## config.mk

```make
export PLATFORM = sky130hd
export DESIGN_NAME = fu_iss_skid
export DESIGN_NICKNAME = d
export VERILOG_FILES = /design/src/rtl/fu_iss_skid_pkg.sv /design/src/rtl/iss_pkt_brfix.sv /design/src/rtl/fu_iss_skid.sv
export SDC_FILE = /design/constraint.sdc
export NUM_CORES = 1
export LEC_CHECK = 0
export ABC_CLOCK_PERIOD_IN_PS = 2500
export BUFFER_PORTS_ARGS = -buffer_cell sky130_fd_sc_hd__buf_2
export CORE_MARGIN = 1
export CORE_UTILIZATION = 57
export CTS_CLUSTER_SIZE = 12
export DETAILED_ROUTE_END_ITERATION = 10
export PLACE_DENSITY_LB_ADDON = 0.05
export SLEW_MARGIN = 20
export SYNTH_ARGS = -nofsm -noshare
export SYNTH_HDL_FRONTEND = slang
export SYNTH_HIERARCHICAL = 1
export SYNTH_SLANG_ARGS = --single-unit
export TNS_END_PERCENT = 10
```

## constraint.sdc

```tcl
create_clock -name clk -period 2.5 [get_ports clk]
set_input_delay 0.25 -clock clk [delete_from_list [all_inputs] [get_ports clk]]
set_output_delay 0.25 -clock clk [all_outputs]
set_load 0.02 [all_outputs]
```

## src/rtl/fu_iss_skid_pkg.sv

```systemverilog
// Shared types and helpers for the RS-to-fu_main issue skid buffer.
// No logic; constants, packet layout, branch-dependency test.
// No backpressure of its own.
package fu_iss_skid_pkg;

    localparam int BR_MASK_W = 5;
    localparam int ROB_IDX_W = 5;
    localparam int PRF_IDX_W = 6;
    localparam int FU_SEL_W  = 3;
    localparam int SQ_IDX_W  = 3;

    localparam logic [FU_SEL_W-1:0]  FU_SEL_NONE = '0;
    localparam logic [PRF_IDX_W-1:0] ZERO_REG    = PRF_IDX_W'(31);

    typedef struct packed {
        logic [FU_SEL_W-1:0]  sel;
        logic [31:0]          ir;
        logic [63:0]          npc;
        logic [ROB_IDX_W:0]   rob_idx;
        logic [PRF_IDX_W-1:0] dest_tag;
        logic [BR_MASK_W-1:0] br_mask;
        logic [BR_MASK_W-1:0] br_mask_1hot;
        logic                 br_pre_taken;
        logic [63:0]          br_target;
        logic [SQ_IDX_W-1:0]  sq_idx;
        logic [63:0]          ra_value;
        logic [63:0]          rb_value;
    } iss_pkt_t;

    localparam iss_pkt_t PKT_RST = '{sel: FU_SEL_NONE, dest_tag: ZERO_REG, default: '0};

    function automatic logic br_dep(input logic [BR_MASK_W-1:0] mask,
                                    input logic [BR_MASK_W-1:0] tag);
        return |(mask & tag);
    endfunction

endpackage

```

## src/rtl/iss_pkt_brfix.sv

```systemverilog
// Branch squash/fix for one in-flight issue packet.
// Purely combinational, zero latency.
// No backpressure; kill tells the owner to drop the packet.
module iss_pkt_brfix
    import fu_iss_skid_pkg::*;
(
    input  iss_pkt_t             pkt,
    input  logic                 recovery,
    input  logic                 pred_correct,
    input  logic [BR_MASK_W-1:0] tag_fix,
    output logic                 kill,
    output iss_pkt_t             pkt_fixed
);

    // Kill is judged on the original mask, so a squash always wins over a clear.
    always_comb begin
        kill      = recovery & br_dep(pkt.br_mask, tag_fix);
        pkt_fixed = pkt;
        if (pred_correct) begin
            pkt_fixed.br_mask = pkt.br_mask & ~tag_fix;
        end
    end

endmodule

```

## src/rtl/fu_iss_skid.sv

```systemverilog
// Two-entry issue skid buffer (head H drives fu_*, skid S absorbs a stall).
// Latency: one cycle from push to fu_* output.
// Backpressure: iss_rdy_o = ~S.valid, registered only; fu_stall_i holds H.
module fu_iss_skid
    import fu_iss_skid_pkg::*;
(
    input  logic                 clk,
    input  logic                 rst,
    input  logic                 iss_vld_i,
    output logic                 iss_rdy_o,
    input  logic [FU_SEL_W-1:0]  iss_sel_i,
    input  logic [31:0]          iss_IR_i,
    input  logic [63:0]          iss_NPC_i,
    input  logic [ROB_IDX_W:0]   iss_rob_idx_i,
    input  logic [PRF_IDX_W-1:0] iss_dest_tag_i,
    input  logic [BR_MASK_W-1:0] iss_br_mask_i,
    input  logic [BR_MASK_W-1:0] iss_br_mask_1hot_i,
    input  logic                 iss_br_pre_taken_i,
    input  logic [63:0]          iss_br_target_i,
    input  logic [SQ_IDX_W-1:0]  iss_sq_idx_i,
    input  logic [63:0]          prf_ra_value_i,
    input  logic [63:0]          prf_rb_value_i,
    input  logic                 fu_stall_i,
    input  logic                 rob_br_recovery_i,
    input  logic                 rob_br_pred_correct_i,
    input  logic [BR_MASK_W-1:0] rob_br_tag_fix_i,
    output logic                 fu_vld_o,
    output logic [FU_SEL_W-1:0]  fu_sel_o,
    output logic [31:0]          fu_IR_o,
    output logic [63:0]          fu_NPC_o,
    output logic [ROB_IDX_W:0]   fu_rob_idx_o,
    output logic [PRF_IDX_W-1:0] fu_dest_tag_o,
    output logic [BR_MASK_W-1:0] fu_br_mask_o,
    output logic [BR_MASK_W-1:0] fu_br_mask_1hot_o,
    output logic                 fu_br_pre_taken_o,
    output logic [63:0]          fu_br_target_o,
    output logic [SQ_IDX_W-1:0]  fu_sq_idx_o,
    output logic [63:0]          fu_ra_value_o,
    output logic [63:0]          fu_rb_value_o
);

    iss_pkt_t h_pkt, s_pkt, in_pkt;
    iss_pkt_t h_fix, s_fix, in_fix;
    iss_pkt_t h_nxt, s_nxt;
    logic     h_vld, s_vld;
    logic     h_kill, s_kill, in_kill;
    logic     h_live, s_live;
    logic     push, pop;
    logic     h_vld_nxt, s_vld_nxt;

    always_comb begin
        in_pkt              = PKT_RST;
        in_pkt.sel          = iss_sel_i;
        in_pkt.ir           = iss_IR_i;
        in_pkt.npc          = iss_NPC_i;
        in_pkt.rob_idx      = iss_rob_idx_i;
        in_pkt.dest_tag     = iss_dest_tag_i;
        in_pkt.br_mask      = iss_br_mask_i;
        in_pkt.br_mask_1hot = iss_br_mask_1hot_i;
        in_pkt.br_pre_taken = iss_br_pre_taken_i;
        in_pkt.br_target    = iss_br_target_i;
        in_pkt.sq_idx       = iss_sq_idx_i;
        in_pkt.ra_value     = prf_ra_value_i;
        in_pkt.rb_value     = prf_rb_value_i;
    end

    iss_pkt_brfix u_fix_h (
        .pkt          (h_pkt),
        .recovery     (rob_br_recovery_i),
        .pred_correct (rob_br_pred_correct_i),
        .tag_fix      (rob_br_tag_fix_i),
        .kill         (h_kill),
        .pkt_fixed    (h_fix)
    );

    iss_pkt_brfix u_fix_s (
        .pkt          (s_pkt),
        .recovery     (rob_br_recovery_i),
        .pred_correct (rob_br_pred_correct_i),
        .tag_fix      (rob_br_tag_fix_i),
        .kill         (s_kill),
        .pkt_fixed    (s_fix)
    );

    iss_pkt_brfix u_fix_in (
        .pkt          (in_pkt),
        .recovery     (rob_br_recovery_i),
        .pred_correct (rob_br_pred_correct_i),
        .tag_fix      (rob_br_tag_fix_i),
        .kill         (in_kill),
        .pkt_fixed    (in_fix)
    );

    assign iss_rdy_o = ~s_vld;
    assign h_live    = h_vld & ~h_kill;
    assign s_live    = s_vld & ~s_kill;
    assign push      = iss_vld_i & iss_rdy_o & ~in_kill;
    // A squashed head was never consumed, so it does not count as a pop.
    assign pop       = h_live & ~fu_stall_i;

    always_comb begin
        h_vld_nxt = h_live;
        s_vld_nxt = s_live;
        h_nxt     = h_fix;
        s_nxt     = s_fix;
        if (!h_live) begin
            if (s_live) begin
                h_vld_nxt = 1'b1;
                h_nxt     = s_fix;
                s_vld_nxt = 1'b0;
            end else if (push) begin
                h_vld_nxt = 1'b1;
                h_nxt     = in_fix;
            end
        end else if (!s_live) begin
            if (pop) begin
                h_vld_nxt = push;
                if (push) begin
                    h_nxt = in_fix;
                end
            end else if (push) begin
                s_vld_nxt = 1'b1;
                s_nxt     = in_fix;
            end
        end else if (pop) begin
            h_nxt     = s_fix;
            s_vld_nxt = 1'b0;
        end
    end

    always_ff @(posedge clk or negedge rst) begin
        if (!rst) begin
            h_vld <= 1'b0;
            s_vld <= 1'b0;
            h_pkt <= PKT_RST;
            s_pkt <= PKT_RST;
        end else begin
            h_vld <= h_vld_nxt;
            s_vld <= s_vld_nxt;
            h_pkt <= h_nxt;
            s_pkt <= s_nxt;
        end
    end

    assign fu_vld_o          = h_vld;
    assign fu_sel_o          = h_vld ? h_pkt.sel : FU_SEL_NONE;
    assign fu_IR_o           = h_pkt.ir;
    assign fu_NPC_o          = h_pkt.npc;
    assign fu_rob_idx_o      = h_pkt.rob_idx;
    assign fu_dest_tag_o     = h_pkt.dest_tag;
    assign fu_br_mask_o      = h_pkt.br_mask;
    assign fu_br_mask_1hot_o = h_pkt.br_mask_1hot;
    assign fu_br_pre_taken_o = h_pkt.br_pre_taken;
    assign fu_br_target_o    = h_pkt.br_target;
    assign fu_sq_idx_o       = h_pkt.sq_idx;
    assign fu_ra_value_o     = h_pkt.ra_value;
    assign fu_rb_value_o     = h_pkt.rb_value;

endmodule

```

Word-level counts from Yosys, hierarchy flattened:

Index checks and enable logic that the tools add are counted.

* equal/unequal tests: 1
* muxes and demuxes: 23
* bitwise operators: 22
* reductions and logical operators: 4

Operators by type and width (number)
* $mux W317: 6
* $mux W206: 4
* $and A5 B5 Y5: 6
* $mux W5: 3
* $reduce_or A5 Y1: 3
* $mux W1: 9
* $and A1 B1 Y1: 8
* $not A1 Y1: 7
* $not A5 Y5: 1
* $reduce_and A4 Y1: 1
* $mux W3: 1
* $ne A2 B1 Y1 const B: 1

* register bits after elaboration: 636

Depth between registers and ports, before layout:

* depth in word-level cells: 9
* depth in mapped cells: 9
* mapped depth without buffers: 5

Cells and area by module:

The synthesis kept the hierarchy.

Modules (own cells, without submodules)
* fu_iss_skid: instances 1, cells each 2814, area each 29159.2 sq um, sequential area each 15927.8 sq um
* iss_pkt_brfix: instances 3, cells each 320, area each 2404.8 sq um, sequential area each 0.0 sq um

Least setup slack after synthesis:

OpenSTA, ideal clock, no wires.

* kind: register -> register
* start: register h_pkt (netlist bit fu_br_mask_o[3])
* end: register h_pkt (netlist bit fu_ra_value_o[22])
* library setup time: 0.078 ns
* arrival time: 1.857 ns
* slack: 0.564 ns
* cell stages (with the launch flop): 10
* clock period less this slack: 1.936 ns
* path through: dfrtp_1 a222oi_1 a21boi_1 nand3b_2 buf_2 o21ai_1 buf_4 buf_6 buf_2 o2bb2ai_1

RTL lines
* start, declared: RTL line fu_iss_skid.sv:42 `iss_pkt_t h_pkt, s_pkt, in_pkt;`
* start signal, assigned: RTL line fu_iss_skid.sv:140 `h_pkt <= h_nxt;`

==> impl_results.md <==
- Layout filler cell count: 5491
- Initial Utilization: 57.66%
- Area of placed instances: 0.03117 mm²
- CTS H-Tree Depth: 3
- Number of nets in the synthesized netlist: 4102
- Leakage component of the power: 0.01671 µW
- Post-route cell area: 0.03668 mm²
- Run status: completed
- Area share of and/or/nand/nor cells after synthesis: 3.426%
- Share of the synthesized area in compound gates (AO/OA/AOI/OAI): 23.25%
- Register cell area after layout: 0.01593 mm²
- Initial antenna violation count: 25
- Flip-flop and latch count after synthesis: 636
- Area growth syn-to-layout: 0.8497%
- Max Clk Rate: 423.1 MHz
- Nets: 3675
- Pwr/cell area: 1029 mW/mm²
- Largest family of logic cells by synthesized area: buffers and inverters
- Cell at the root of the clock tree: clkbuf_16
- Number of flops mapped to enable cells by yosys: 0
- Xor-xnor portion of the synthesized cell area: 0%
- Commonest non-fill, non-tap cell in the layout: buf_2
- Synth cell types: 26
- Multi-input combinational cell area: 0.009832 mm²
- Crit path buffers/inverters: 4
- Clock network latency to the later pin of the worst-skew pair: 0.60 ns
- Clk slew on worst S/H paths: 0.06 ns
- CP Capture Type: flip-flop
- Average wire length per cell after detail routing: 23.12 µm
- Initial drt markers: 2434
- Tightest slew margin relative to the limit: 44.94%
- Worst Skew: 0.02561 ns
- Adder-cell share of the synthesized area: 0%
- IO Count: 647
- Chip height: 254.6 µm
- Clock tree from TritonCTS: yes
- Proportion of synthesized chip area in sequential cells: 43.79%
- Cell count after synthesis: 3774
- Antenna-violating nets left: 0
- Overall die area: 0.06483 mm²
- Cell-by-cell trace of the critical path: dlygate4sd3_1 > buf_2 > a22oi_1 > a21boi_1 > nor3b_4 > buf_12 > o21ai_4 > buf_12 > o2bb2ai_1
- Worst ir drop on vdd: 0.0005619 V
- Slew of the pin with the lowest slew margin: 0.8259 ns
- Port Buffer Count: 646
- Overflow left after global routing: 0
- Number of clock sinks: 636
- Router iterations before antenna repair: 6
- Setup Buffers After CTS: 0
- Endpoint required time on the critical path: 3.01 ns
- Family with the most delay on the worst path: buffers and inverters
- Via count of the first global-routing pass: 24481
- Data arrival time of the critical path: 2.87 ns
- Die extent in x: 254.6 µm
- Ratio of final minimum period to clock period: 94.54%
- Setup repair after global routing missed its margin: false
- Max incr delay on CP: 0.57 ns
- Number of buffers created by CTS: 71
- Pin count of the biggest net entering global routing: 141
- Max_cap viols: 0
- Final-report hold violation count: 0
- Total wirelength of the detailed-routed design: 98.60 mm
- Highest-count cells in the layout ignoring fill and taps: buf_2 (645), dfrtp_1 (626), o21ai_0 (339)
- Leading register cell type out of synthesis: dfrtp_1
- Top-area cell type share of the netlist area: 43.07%
- Cell type with the highest aggregate area in the netlist: dfrtp_1
- Crit Path Class: primary input to flip-flop
- Hold crit path type: primary input to flip-flop
- Fraction of final layout cells with drive strength greater than 1: 24.83%
- Detailed-placement wirelength estimate: 59.51 mm
- Post-Synthesis Cell Area: 0.03637 mm²
- Post-cts hold buffer count: 314
- Site Rows: 92
- Highest-delay cell along the critical path: dlygate4sd3_1
- Routed via count: 24847
- Global-route wire length before repair: 149.3 mm
- Routability congestion estimate: 0.8315
- Share of flip-flops with an asynchronous set or reset: 100.0%
- Global-route usage over all layers: 29.48%
- Startpoint types: primary input
- Post-Route Setup TNS: 0 ns
- Core Region: 0.06308 mm²
- Leading post-synthesis cells by cell area: dfrtp_1 (43%), buf_4 (26%), o2bb2ai_1 (7.6%), a22oi_1 (6.6%), o21ai_0 (4.7%)
- Final Critical Period: 2.364 ns
- Synth Warn #: 6
- Cell with the most instances on the worst path: buf_12
- DRC: 0
- Power after layout: 37760 µW
- Maximum buffer depth of the clock tree: 3
- Multiplexer area fraction after synthesis: 0.2167%
- Critical path peak fanout: 140
- Per-instance average area after synthesis: 9.638 µm²
- Count of final setup violators: 0
- Resized cells post-CTS: 0
- Vias per inst: 5.826
- Final Max Tran Viols: 0
[routing by layer]
metal  share of wire (%)  wire length (µm)  GRT usage [%]
met2                  47             46100          45.19
met3                 7.4              7332          6.695
met1                  42             41030          40.30
met5               0.091                90              0
met4                 4.1              4047          12.27
[power by group]
part	internal [µW]	switching [µW]
sequential	14200	2170
clock	6220	4290
combinational	4140	6780
total	24500	13200
[worst reg2reg max path, delay by kind of cell, from the launching register on]
kind,cells,cell delay [ns]
flops,1,0.40
buf+inv,1,0.44
compound gates,3,0.83
simple gates,1,0.44
[synthesized netlist by cell type, types with 3 or more instances]
library cell	count
a21boi_0	15
a21boi_1	3
a222oi_1	3
a22oi_1	320
and2_1	3
buf_1	4
buf_2	108
buf_4	1273
clkbuf_1	143
dfrtp_1	626
dfstp_2	10
mux2_2	7
nand2_1	311
o21ai_0	339
o21ai_1	282
o2bb2ai_1	317
[through the flow]
stage / instances / hold slack (ns) / setup WS (ns) / utilization, %
floorplan: 3774 / -0.04559 / 0.5645 / -
global placement: 3806 / 0.2282 / 0.2082 / 49.41
detailed placement: 3806 / 0.2329 / 0.1860 / 49.41
CTS: 4245 / 0.006526 / 0.2251 / 58.07
global route: 4261 / 0.01576 / 0.1062 / 58.14
finish: 4265 / 0.03638 / 0.1365 / 58.15
[area by class of cell]
class / count / share of cell area [%]
repair buffers: 1029 / 20.42
clock inverters: 16 / 0.4707
inverters: 1 / 0.01023
flip-flops and latches: 636 / 43.42
multi-input cells: 1608 / 26.80
diodes: 20 / 0.1364
well taps: 846 / 2.886
clock buffers: 109 / 5.850
[state kept, by name, indices dropped and copies added (netlist names), 5 cells and up]
register           count
fu_br_target_o        64
fu_br_mask_1hot_o      5
fu_rob_idx_o           6
fu_rb_value_o         64
fu_IR_o               32
s_pkt                317
fu_dest_tag_o          6
fu_br_mask_o           5
fu_ra_value_o         64
fu_NPC_o              64
[path summary, 6_finish.rpt]
check | startpoint | to | slack [ns] | cells after the start
max reg2reg | fu_br_mask_o[3] | fu_br_target_o[29] | 0.26 | 5
min reg2reg | fu_br_target_o[28] | fu_br_target_o[28] | 0.48 | 1
min in group asynchronous | rst | fu_br_target_o[15] | 0.17 | 2
max in group asynchronous | rst | fu_ra_value_o[20] | 1.29 | 4
min | iss_br_mask_i[4] | s_pkt[205] | 0.04 | 4
max | rob_br_tag_fix_i[4] | fu_br_target_o[32] | 0.14 | 9
[cell families after synthesis]
| logic type | after synthesis |
|---|---|
| AOI/OAI and AO/OA | 1280 |
| buffers and inverters | 1530 |
| DFF | 636 |
| muxes | 7 |
| and+or+nand+nor | 321 |
Note: power is estimated with default switching activity, not from simulation.
